$ cat src/rtl/run_detect.sv
// Serial run-length detector: counts consecutive hits of a selectable polarity
// and raises a Mealy match output in ONCE, REPEAT or LEVEL mode.
module run_detect #(
  parameter int CNT_W  = 4,
  parameter int MCNT_W = 8
) (
  input  logic              ck,
  input  logic              rst,
  input  logic              vld,
  input  logic              din,
  input  logic              pol,
  input  logic [CNT_W-1:0]  thr,
  input  logic [1:0]        mode,
  input  logic              cnt_clr,
  output logic              dout,
  output logic [CNT_W-1:0]  run_len,
  output logic [MCNT_W-1:0] match_cnt
);

  typedef enum logic [1:0] {
    M_ONCE   = 2'd0,
    M_REPEAT = 2'd1,
    M_LEVEL  = 2'd2,
    M_RSVD   = 2'd3
  } mode_e;

  localparam logic [CNT_W-1:0]  CMAX = '1;
  localparam logic [CNT_W-1:0]  CONE = {{(CNT_W-1){1'b0}}, 1'b1};
  localparam logic [MCNT_W-1:0] MMAX = '1;
  localparam logic [MCNT_W-1:0] MONE = {{(MCNT_W-1){1'b0}}, 1'b1};

  function automatic logic [CNT_W-1:0] sat_inc_c(input logic [CNT_W-1:0] v);
    return (v == CMAX) ? CMAX : v + CONE;
  endfunction

  function automatic logic [MCNT_W-1:0] sat_inc_m(input logic [MCNT_W-1:0] v);
    return (v == MMAX) ? MMAX : v + MONE;
  endfunction

  logic [CNT_W-1:0]  run_q, run_d, ph_q, ph_d, thr_m1;
  logic [MCNT_W-1:0] mcnt_q, mcnt_d;
  logic              hit, miss, en, fire_once, fire_rep, fire_lvl;

  always_comb begin
    hit       = vld & (din == pol);
    miss      = vld & (din != pol);
    thr_m1    = thr - CONE;
    en        = hit & ~rst & (thr != '0);
    fire_once = en & (run_q == thr_m1);
    fire_rep  = en & (ph_q == thr_m1);
    fire_lvl  = en & (run_q >= thr_m1);

    dout = 1'b0;
    case (mode_e'(mode))
      M_ONCE:   dout = fire_once;
      M_REPEAT: dout = fire_rep;
      M_LEVEL:  dout = fire_lvl;
      default:  dout = 1'b0;
    endcase

    // ph tracks the repeat phase in every mode so a live switch to REPEAT
    // lines up with the hits already seen in the current run.
    run_d = run_q;
    ph_d  = ph_q;
    if (hit) begin
      run_d = sat_inc_c(run_q);
      ph_d  = fire_rep ? '0 : sat_inc_c(ph_q);
    end else if (miss) begin
      run_d = '0;
      ph_d  = '0;
    end

    mcnt_d = mcnt_q;
    if (cnt_clr)   mcnt_d = '0;
    else if (dout) mcnt_d = sat_inc_m(mcnt_q);
  end

  always_ff @(posedge ck) begin
    if (rst) begin
      run_q  <= '0;
      ph_q   <= '0;
      mcnt_q <= '0;
    end else begin
      run_q  <= run_d;
      ph_q   <= ph_d;
      mcnt_q <= mcnt_d;
    end
  end

  assign run_len   = run_q;
  assign match_cnt = mcnt_q;

endmodule
$ cat config.mk
export PLATFORM = sky130hd
export DESIGN_NAME = run_detect
export DESIGN_NICKNAME = d
export VERILOG_FILES = /design/src/rtl/run_detect.sv
export SDC_FILE = /design/constraint.sdc
export NUM_CORES = 1
export LEC_CHECK = 0
export BUFFER_PORTS_ARGS = -buffer_cell sky130_fd_sc_hd__buf_2
export CAP_MARGIN = 10
export CORE_UTILIZATION = 53
export CTS_CLUSTER_DIAMETER = 30
export DETAILED_ROUTE_END_ITERATION = 7
export MAX_ROUTING_LAYER = met4
export PLACE_DENSITY = 0.83
export SLEW_MARGIN = 20
export SYNTH_ARGS = -nofsm -noshare
export SYNTH_HDL_FRONTEND = slang
export SYNTH_SLANG_ARGS = --single-unit
$ cat constraint.sdc
create_clock -name ck -period 3 [get_ports ck]
set_clock_uncertainty 0.15 [all_clocks]
set_input_delay 0.6 -clock ck [delete_from_list [all_inputs] [get_ports ck]]
set_output_delay 0.6 -clock ck [all_outputs]
set_load 0.01 [all_outputs]
==> impl_metrics.toml, run 1 <==
[status]
status = "finished, final reports clean"

[cells_and_area]
area.growth.synth_to_final_pct = 22.5
drive_above_1_share_pct = 30.5
nets = 186
diodes = 0
utilization_pct = 70.4
final_cells = 191

[die]
start_util_pct = 57.4
coreArea_mm2 = 0.00200
die_x_um = 48.6
die_area_mm2 = 0.00236
die_h_um = 48.6
ioPinCount = 25
rows = 16

[sta]
max-slew-margin-rel_pct = 60.4
fmax_mhz = 336
setup_violations = 0
setup_ws_ns = 0.0260
finalCritPeriodShare_pct = 99.1
hold_viol = 0
max_slew.worst_pin.slew_ns = 0.590
slew_violations = 0
fin_tns_setup_ns = 0
fin_crit_ns = 2.97

[worst_setup_path]
crit_buf_inv = 4
worstSetupPathType = "in2out"
crit_family = "adder cells"
critPathArrivalTime_ns = 2.22
cp-start-kind = "input port"
cp-end-kind = "primary output"
critPathRequiredTime_ns = 2.25
cp_common_cell = "buf_2"
crit_slowest_cell = "ha_1"
cp_cell_sequence = "buf_2, inv_2, ha_4, ha_1, a22oi_2, a21oi_2, o2111a_1, nor2_2, inv_1, buf_2"
slowest_delay_ns = 0.31
path_max_fanout = 3

[synthesis]
synthFlopType = "dfxtp_1"
async_flop_share_pct = 0
synthCells = 132
syn_area_per_cell_um2 = 8.71
synth_area_leaders = "dfxtp_1 (28%), ha_1 (8.7%), a211oi_1 (5.9%)"
synth_top_family_by_area = "compound AO/OA/AOI/OAI gates"
ys_ff_latch = 16
synth_xor_area_share_pct = 7.83
synth_mux_area_share_pct = 0
syn_nets = 152
yosysSeqAreaShare_pct = 27.9
ys_types = 43
synth-compound-area-share_pct = 27.3
netlist_area_mm2 = 0.00115
yosys.area.top_type = "dfxtp_1"
synth_simple_gate_area_share_pct = 24.4
yosys.area_share.adder_pct = 8.71
yosysWarnings = 0
synth_edf_count = 0
synth_top_area_share_pct = 27.9

[drt]
drc = 0
vias_per_cell = 6.12
vias = 1168
drt-total-wl_mm = 2.91
dr.pass1.iters = 4
post_drt_wl_per_cell_um = 15.2
drt_iter0_markers = 36
ant_nets = 0

[clock_network]
clkSinkCount = 16
cts_buffer_depth = 2
clk_pin_slew_ns = 0.09
cts_root_buffer = "clkbuf_4"
cts_tree = "done"
ctsHoldBuffers = 0
clock_latency_ns = 0.29
cts_max_level = 1
cts_buffers = 3

[power]
leakage_nw = 0.588
powerDensity_mw_per_mm2 = 303
vdd_drop_max_v = 0.000211

[flow_run]
drv_cap = 0

[global_route]
antenna_found_initial = 0
grt_max_degree = 12
grt_overflow = 0
grt_pass1_vias = 1077
grt_util_all_layers_pct = 26.7
grt_pass1_wl_mm = 4.77

[placed_design]
gp_congestion = 0.930
dp_slack_ns = -0.0674
port-buffer-count = 24
post-place-cells = 187
place_hpwl_mm = 2.17

[worst_hold_path]
hold_path.class = "reg2reg"
kinds of logic after synthesis:
logic type | count (synthesis)
buffers and inverters | 12
AO/OA/AOI/OAI | 45
adder cells (fa/ha/maj) | 8
flip-flops | 16
AND/OR/NAND/NOR | 44
XOR/XNOR | 7
tightest hold or removal path, delay by kind of cell (launching register included):
family / cells / cell delay [ns]
flops: 1 / 0.35
simple gates: 1 / 0.07
compound gates: 1 / 0.05
repair_timing:
action | 4_1_cts | 5_1_grt
hold endpoints to repair | 0 | 0
pin swaps | 1 | 4
setup buffers | 0 | 1
gates resized for setup | 2 | 6
gates cloned | 0 | 0
endpoints found under the setup margin | 1 | 1
flip-flops by register name, summed over array words and instances, names as in the netlist:
| register | cells |
|---|---|
| match_cnt | 8 |
| ph_q | 4 |
| run_len | 4 |
cells in the mapped netlist (2+ instances only):
cell,instances
inv_1,11
a22oi_1,2
a21oi_1,10
nand2_1,9
and3_1,3
nand3_1,3
nor2_1,10
o21ai_1,3
nand3b_1,2
xnor2_1,5
dfxtp_1,16
nand4_1,2
ha_1,8
a211oi_1,9
o221a_1,2
o21ai_0,8
nor3_1,3
cell type report:
class,count,area [um^2]
multi-input cells,104,826
fillers,164,593
flip-flops and latches,16,320
repair buffers,30,165
inverters,11,41.3
well taps,27,33.8
clock buffers,3,22.5
path summary, 6_finish.rpt:
check,startpoint,endpoint,slack [ns],depth (start not counted)
setup / recovery,thr[0],dout,0.03,10
hold / removal,match_cnt[1],match_cnt[1],0.36,2
setup reg to reg,ph_q[2],match_cnt[4],0.85,6
hold reg to reg,match_cnt[1],match_cnt[1],0.36,2
power by group:
part,leakage (nW),switching (mW),internal (mW)
combinational,0.445,0.0509,0.0401
sequential,0.129,0.00375,0.215
clock,0.0138,0.0698,0.0467
stage by stage:
step / cell area, um^2 / hold slack (ns) / power, mW
global placement: 1340 / 0.337 / 0.301
global route: 1410 / 0.395 / 0.444
floorplan: 1150 / 0.319 / 0.277
finish: 1410 / 0.362 / 0.426
CTS: 1380 / 0.365 / 0.417
detailed placement: 1340 / 0.344 / 0.304
layer usage:
metal	part of all wire [%]	routed length [um]	track usage (%)	vias up
met5	0	0	-	-
met1	45	1310	33.3	543
met4	2.5	74	9.31	0
met3	5.6	162	4.40	11
li1	-	-	-	565
met2	47	1370	43.7	49
placed cells by master (no fill, tap or decap), drive strengths merged, types with 3 or more instances in the layout:
master,synthesis,final
and3,3,3
nand4,3,3
o21ai,12,12
nand2,9,9
nand3,3,3
xnor2,5,5
a21oi,10,10
dfxtp,16,16
buf,0,30
nor2,11,11
nor3,5,5
ha,8,8
clkbuf,1,3
inv,11,11
a211oi,9,9
Note: power is estimated with default switching activity, not from simulation.
==> run 2, diff against run 1 <==
Settings changed: CTS_CLUSTER_SIZE set to 40, PLACE_DENSITY 0.83 to 0.88, RECOVER_POWER set to 100.
==> impl_metrics.toml, run 2 (synthesis results as in run 1) <==
[worst_setup_path]
cp_cell_sequence = "buf_2, nor3_4, xnor2_1, ha_1, a21oi_1, nor2b_1, o2111a_1, nor2_2, inv_1, buf_2"
cp-end-kind = "primary output"
path_max_fanout = 4
cp-start-kind = "input port"
critPathRequiredTime_ns = 2.25
critPathArrivalTime_ns = 2.12
slowest_delay_ns = 0.27
cp_common_cell = "buf_2"
crit_slowest_cell = "ha_1"
worstSetupPathType = "in2out"

[sta]
max_slew.worst_pin.slew_ns = 0.543
rsz0062_at_grt = "no"
max-slew-margin-rel_pct = 63.5
fmax_mhz = 348
fin_crit_ns = 2.87
hold_viol = 0
slew_violations = 0
setup_ws_ns = 0.126
setup_violations = 0
finalCritPeriodShare_pct = 95.8

[global_route]
antenna_found_initial = 0
grt_overflow = 0
grt_max_degree = 12
grt_util_all_layers_pct = 26.2
grt_pass1_vias = 1093
grt_pass1_wl_mm = 4.75

[clock_network]
cts_tree = "done"
ctsHoldBuffers = 0
cts_buffer_depth = 2
cts_root_buffer = "clkbuf_4"
clkSinkCount = 16
cts_max_level = 1
post-cts-setup-buffers = 0
clock_latency_ns = 0.28
cts_buffers = 3
clk_pin_slew_ns = 0.09

[cells_and_area]
largest_reg_flops = 8
fillers = 173
mostFrequentLayoutCells = "dfxtp_1 (16), clkbuf_1 (13), buf_2 (11)"
area.growth.synth_to_final_pct = 20.0
final_cells = 190
mostFrequentLayoutCell = "dfxtp_1"
nets = 184
drive_above_1_share_pct = 20.2
diodes = 0

[placed_design]
post-place-cells = 186
place_hpwl_mm = 2.13
port-buffer-count = 24
dp_slack_ns = -0.0675
gp_congestion = 0.926

[power]
powerDensity_mw_per_mm2 = 326
vdd_drop_max_v = 0.000267
leakage_nw = 0.522

[die]
die_area_mm2 = 0.00236
die_x_um = 48.6
rows = 16
coreArea_mm2 = 0.00200
start_util_pct = 57.4
die_h_um = 48.6
ioPinCount = 25

[drt]
ant_nets = 0
post_drt_wl_per_cell_um = 14.5
drc = 0
drt_iter0_markers = 48
vias_per_cell = 6.05
vias = 1149
dr.pass1.iters = 4
drt-total-wl_mm = 2.76

[worst_hold_path]
hold_path.class = "reg2reg"

[flow_run]
drv_cap = 0

[status]
status = "finished, final reports clean"
-- run 2: repair_timing --
action	in CTS	in global routing
cloned	0	0
endpoints found under the hold margin	0	0
gates resized for setup	3	5
endpoints found under the setup margin	1	1
pin swaps	0	2
-- run 2: final cells by class --
type | count | area (um^2) | share of cell area [%]
repair buffers | 28 | 134 | 9.70
clock buffers | 4 | 36.3 | 2.63
flip-flops and latches | 16 | 320 | 23.2
multi-input cells | 104 | 815 | 59.0
inverters | 11 | 41.3 | 2.99
well taps | 27 | 33.8 | 2.45
-- run 2: per-stage QoR --
step	hold WS, ns	util, %	power, mW	cell area, um^2	setup TNS [ns]
after floorplan	0.319	-	0.277	1150	0
after global placement	0.339	66.4	0.300	1330	0
after detailed placement	0.341	66.4	0.305	1330	-0.0675
after CTS	0.357	69.0	0.450	1380	0
after global routing	0.402	68.9	0.475	1380	0
final	0.349	68.9	0.450	1380	0
-- run 2: path summary, 6_finish.rpt --
kind / start / end / slack, ns / cells after the start
min: ph_q[1] / ph_q[1] / 0.35 / 2
max: thr[2] / dout / 0.13 / 10
max reg2reg: run_len[0] / match_cnt[2] / 0.74 / 8
min reg2reg: ph_q[1] / ph_q[1] / 0.35 / 2
-- run 2: critical path: cells and delay by family --
| family | cells | cell delay, ns |
|---|---|---|
| AO/OA/AOI/OAI | 2 | 0.39 |
| XOR/XNOR | 1 | 0.14 |
| adder cells (fa/ha/maj) | 1 | 0.27 |
| buffers and inverters | 3 | 0.31 |
| AND/OR/NAND/NOR | 3 | 0.40 |
-- run 2: per-layer routing --
| metal | part of all wire (%) | up-vias | wire, um | global-route usage [%] |
|---|---|---|---|---|
| met3 | 6.0 | 4 | 166 | 7.86 |
| met1 | 43 | 538 | 1190 | 30.7 |
| met4 | 1.1 | 0 | 31 | 6.37 |
| li1 | - | 559 | - | - |
| met5 | 0 | - | 0 | - |
| met2 | 50 | 48 | 1370 | 43.9 |
-- run 2: power by group --
| part | switching [mW] | total (mW) | internal [mW] |
|---|---|---|---|
| registers | 0.00368 | 0.219 | 0.215 |
| logic | 0.0506 | 0.0910 | 0.0404 |
| clock network | 0.0663 | 0.140 | 0.0739 |
==> run 3, diff against run 2 <==
==> constraint.sdc (replaced) <==
create_clock -name ck -period 3 [get_ports ck]
set_clock_uncertainty 0.15 [all_clocks]
set_input_delay 0.6 -clock ck [delete_from_list [all_inputs] [get_ports ck]]
set_output_delay 0.6 -clock ck [all_outputs]
set_load 0.005 [all_outputs]
==> impl_metrics.toml, run 3 (synthesis results as in run 1) <==
[status]
status = "finished, final reports clean"

[die]
die_x_um = 48.6
die_area_mm2 = 0.00236
die_h_um = 48.6
rows = 16
start_util_pct = 57.4
coreArea_mm2 = 0.00200
ioPinCount = 25

[cells_and_area]
area.growth.synth_to_final_pct = 24.3
multiInputGateArea_um2 = 817
final_cells = 193
mostFrequentLayoutCell = "buf_2"
largest_reg_flops = 8
mostFrequentLayoutCells = "buf_2 (21), dfxtp_1 (16), inv_1 (11)"
nets = 187
seq_area_um2 = 320
diodes = 0
fillers = 154
drive_above_1_share_pct = 27.7
design_area_mm2 = 0.00143

[clock_network]
cts_max_level = 1
clk_pin_slew_ns = 0.09
ctsHoldBuffers = 0
clkSinkCount = 16
cts_root_buffer = "clkbuf_4"
cts_buffer_depth = 2
cts_tree = "done"
cts_buffers = 3
clock_latency_ns = 0.30

[sta]
setup_violations = 0
fin_crit_ns = 2.98
rsz0062_at_grt = "yes"
fmax_mhz = 336
slew_violations = 0
max_slew.worst_pin.slew_ns = 0.581
setup_ws_ns = 0.0199
finalCritPeriodShare_pct = 99.3
hold_viol = 0
max-slew-margin-rel_pct = 61.0

[power]
vdd_drop_max_v = 0.000249
leakage_nw = 0.589
power.total_mw = 0.456
powerDensity_mw_per_mm2 = 319

[placed_design]
dp_slack_ns = 0.0217
port-buffer-count = 24
placed_area_mm2 = 0.00133
post-place-cells = 186
place_hpwl_mm = 1.97
gp_congestion = 0.933

[worst_setup_path]
cp_common_cell = "buf_6"
crit_buf_inv = 4
cp_cell_sequence = "buf_6, buf_6, nor3_4, xnor2_1, ha_1, a21oi_1, nor2b_1, o2111a_1, nor2_2, inv_1, buf_2"
cp-end-kind = "primary output"
crit_family = "simple AND/OR/NAND/NOR gates"
rr_startpoint = "run_len[0]"
reg2reg_slack_ns = 0.85
crit_slowest_cell = "ha_1"
worstSetupPathType = "in2out"
cp-start-kind = "input port"
r2r_cells = 9
path_max_fanout = 2
r2r-end = "match_cnt[2]"
cp.depth = 11
critPathRequiredTime_ns = 2.25
slowest_delay_ns = 0.32
critPathArrivalTime_ns = 2.23

[global_route]
grt_pass1_wl_mm = 4.49
grt_util_all_layers_pct = 24.8
antenna_found_initial = 0
grt_max_degree = 12
grt_overflow = 0
grt_pass1_vias = 1054

[drt]
ant_nets = 0
post_drt_wl_per_cell_um = 14.4
drt-total-wl_mm = 2.78
drc = 0
dr.pass1.iters = 6
drt_iter0_markers = 27
vias_per_cell = 5.90
vias = 1138

[worst_hold_path]
holdPathStages = 2
hold_path.class = "reg2reg"
hold_path_end = "ph_q[1]"
min_from = "ph_q[1]"

[flow_run]
drv_cap = 0
[run 3: changes by cell type in the layout (fill, tap and decap cells not counted)]
cell	delta
clkbuf_1	-11
a2111oi_0	-1
a21oi_2	-1
clkbuf_4	-1
buf_6	+2
a2111oi_2	+1
inv_2	-1
inv_1	+1
buf_4	+3
a21oi_1	+1
buf_2	+10
[run 3: repair_timing]
| item | in CTS | in global routing |
|---|---|---|
| resized for setup | 0 | 7 |
| endpoints found under the setup margin | 0 | 1 |
| buffers inserted | 0 | 3 |
[run 3: worst max-delay path by stage]
stage	start	end	slack [ns]
after detailed placement	thr[0]	dout	0.02
after floorplan	thr[0]	dout	0.21
after CTS	thr[0]	dout	0.002
after global routing	thr[0]	dout	-0.03
final	thr[0]	dout	0.02
after global placement	thr[0]	dout	0.05
[run 3: area by class of cell]
class	instances	area share, %
Multi-Input combinational cell	104	57.2
Sequential cell	16	22.4
Inverter	11	2.89
Clock buffer	4	2.54
Tap cell	27	2.36
Timing Repair Buffer	31	12.6
[run 3: where the power goes]
part	switching, mW	total [mW]	leakage (nW)	internal (mW)
Sequential	0.00365	0.219	0.129	0.215
Combinational	0.0485	0.0904	0.438	0.0419
Clock	0.0726	0.147	0.0210	0.0742
[run 3: worst min-delay path, cell delays in order (launching register included)]
cell and delay (ns):
dfxtp_1 0.35, nand2_1 0.06, a21oi_1 0.05
[run 3: routing by layer]
layer	track usage, %	routed length, um
met3	7.55	187
met1	30.2	1270
met2	39.7	1300
met4	7.35	27
met5	-	0
[run 3: stage by stage]
| stage | hold slack (ns) | setup TNS (ns) | utilization [%] |
|---|---|---|---|
| 2_1_floorplan | 0.319 | 0 | - |
| 4_1_cts | 0.354 | 0 | 68.3 |
| 5_1_grt | 0.407 | -0.0259 | 71.4 |
| 6_report | 0.350 | 0 | 71.4 |
| 3_3_place_gp | 0.341 | 0 | 66.4 |
| 3_5_place_dp | 0.339 | 0 | 66.4 |
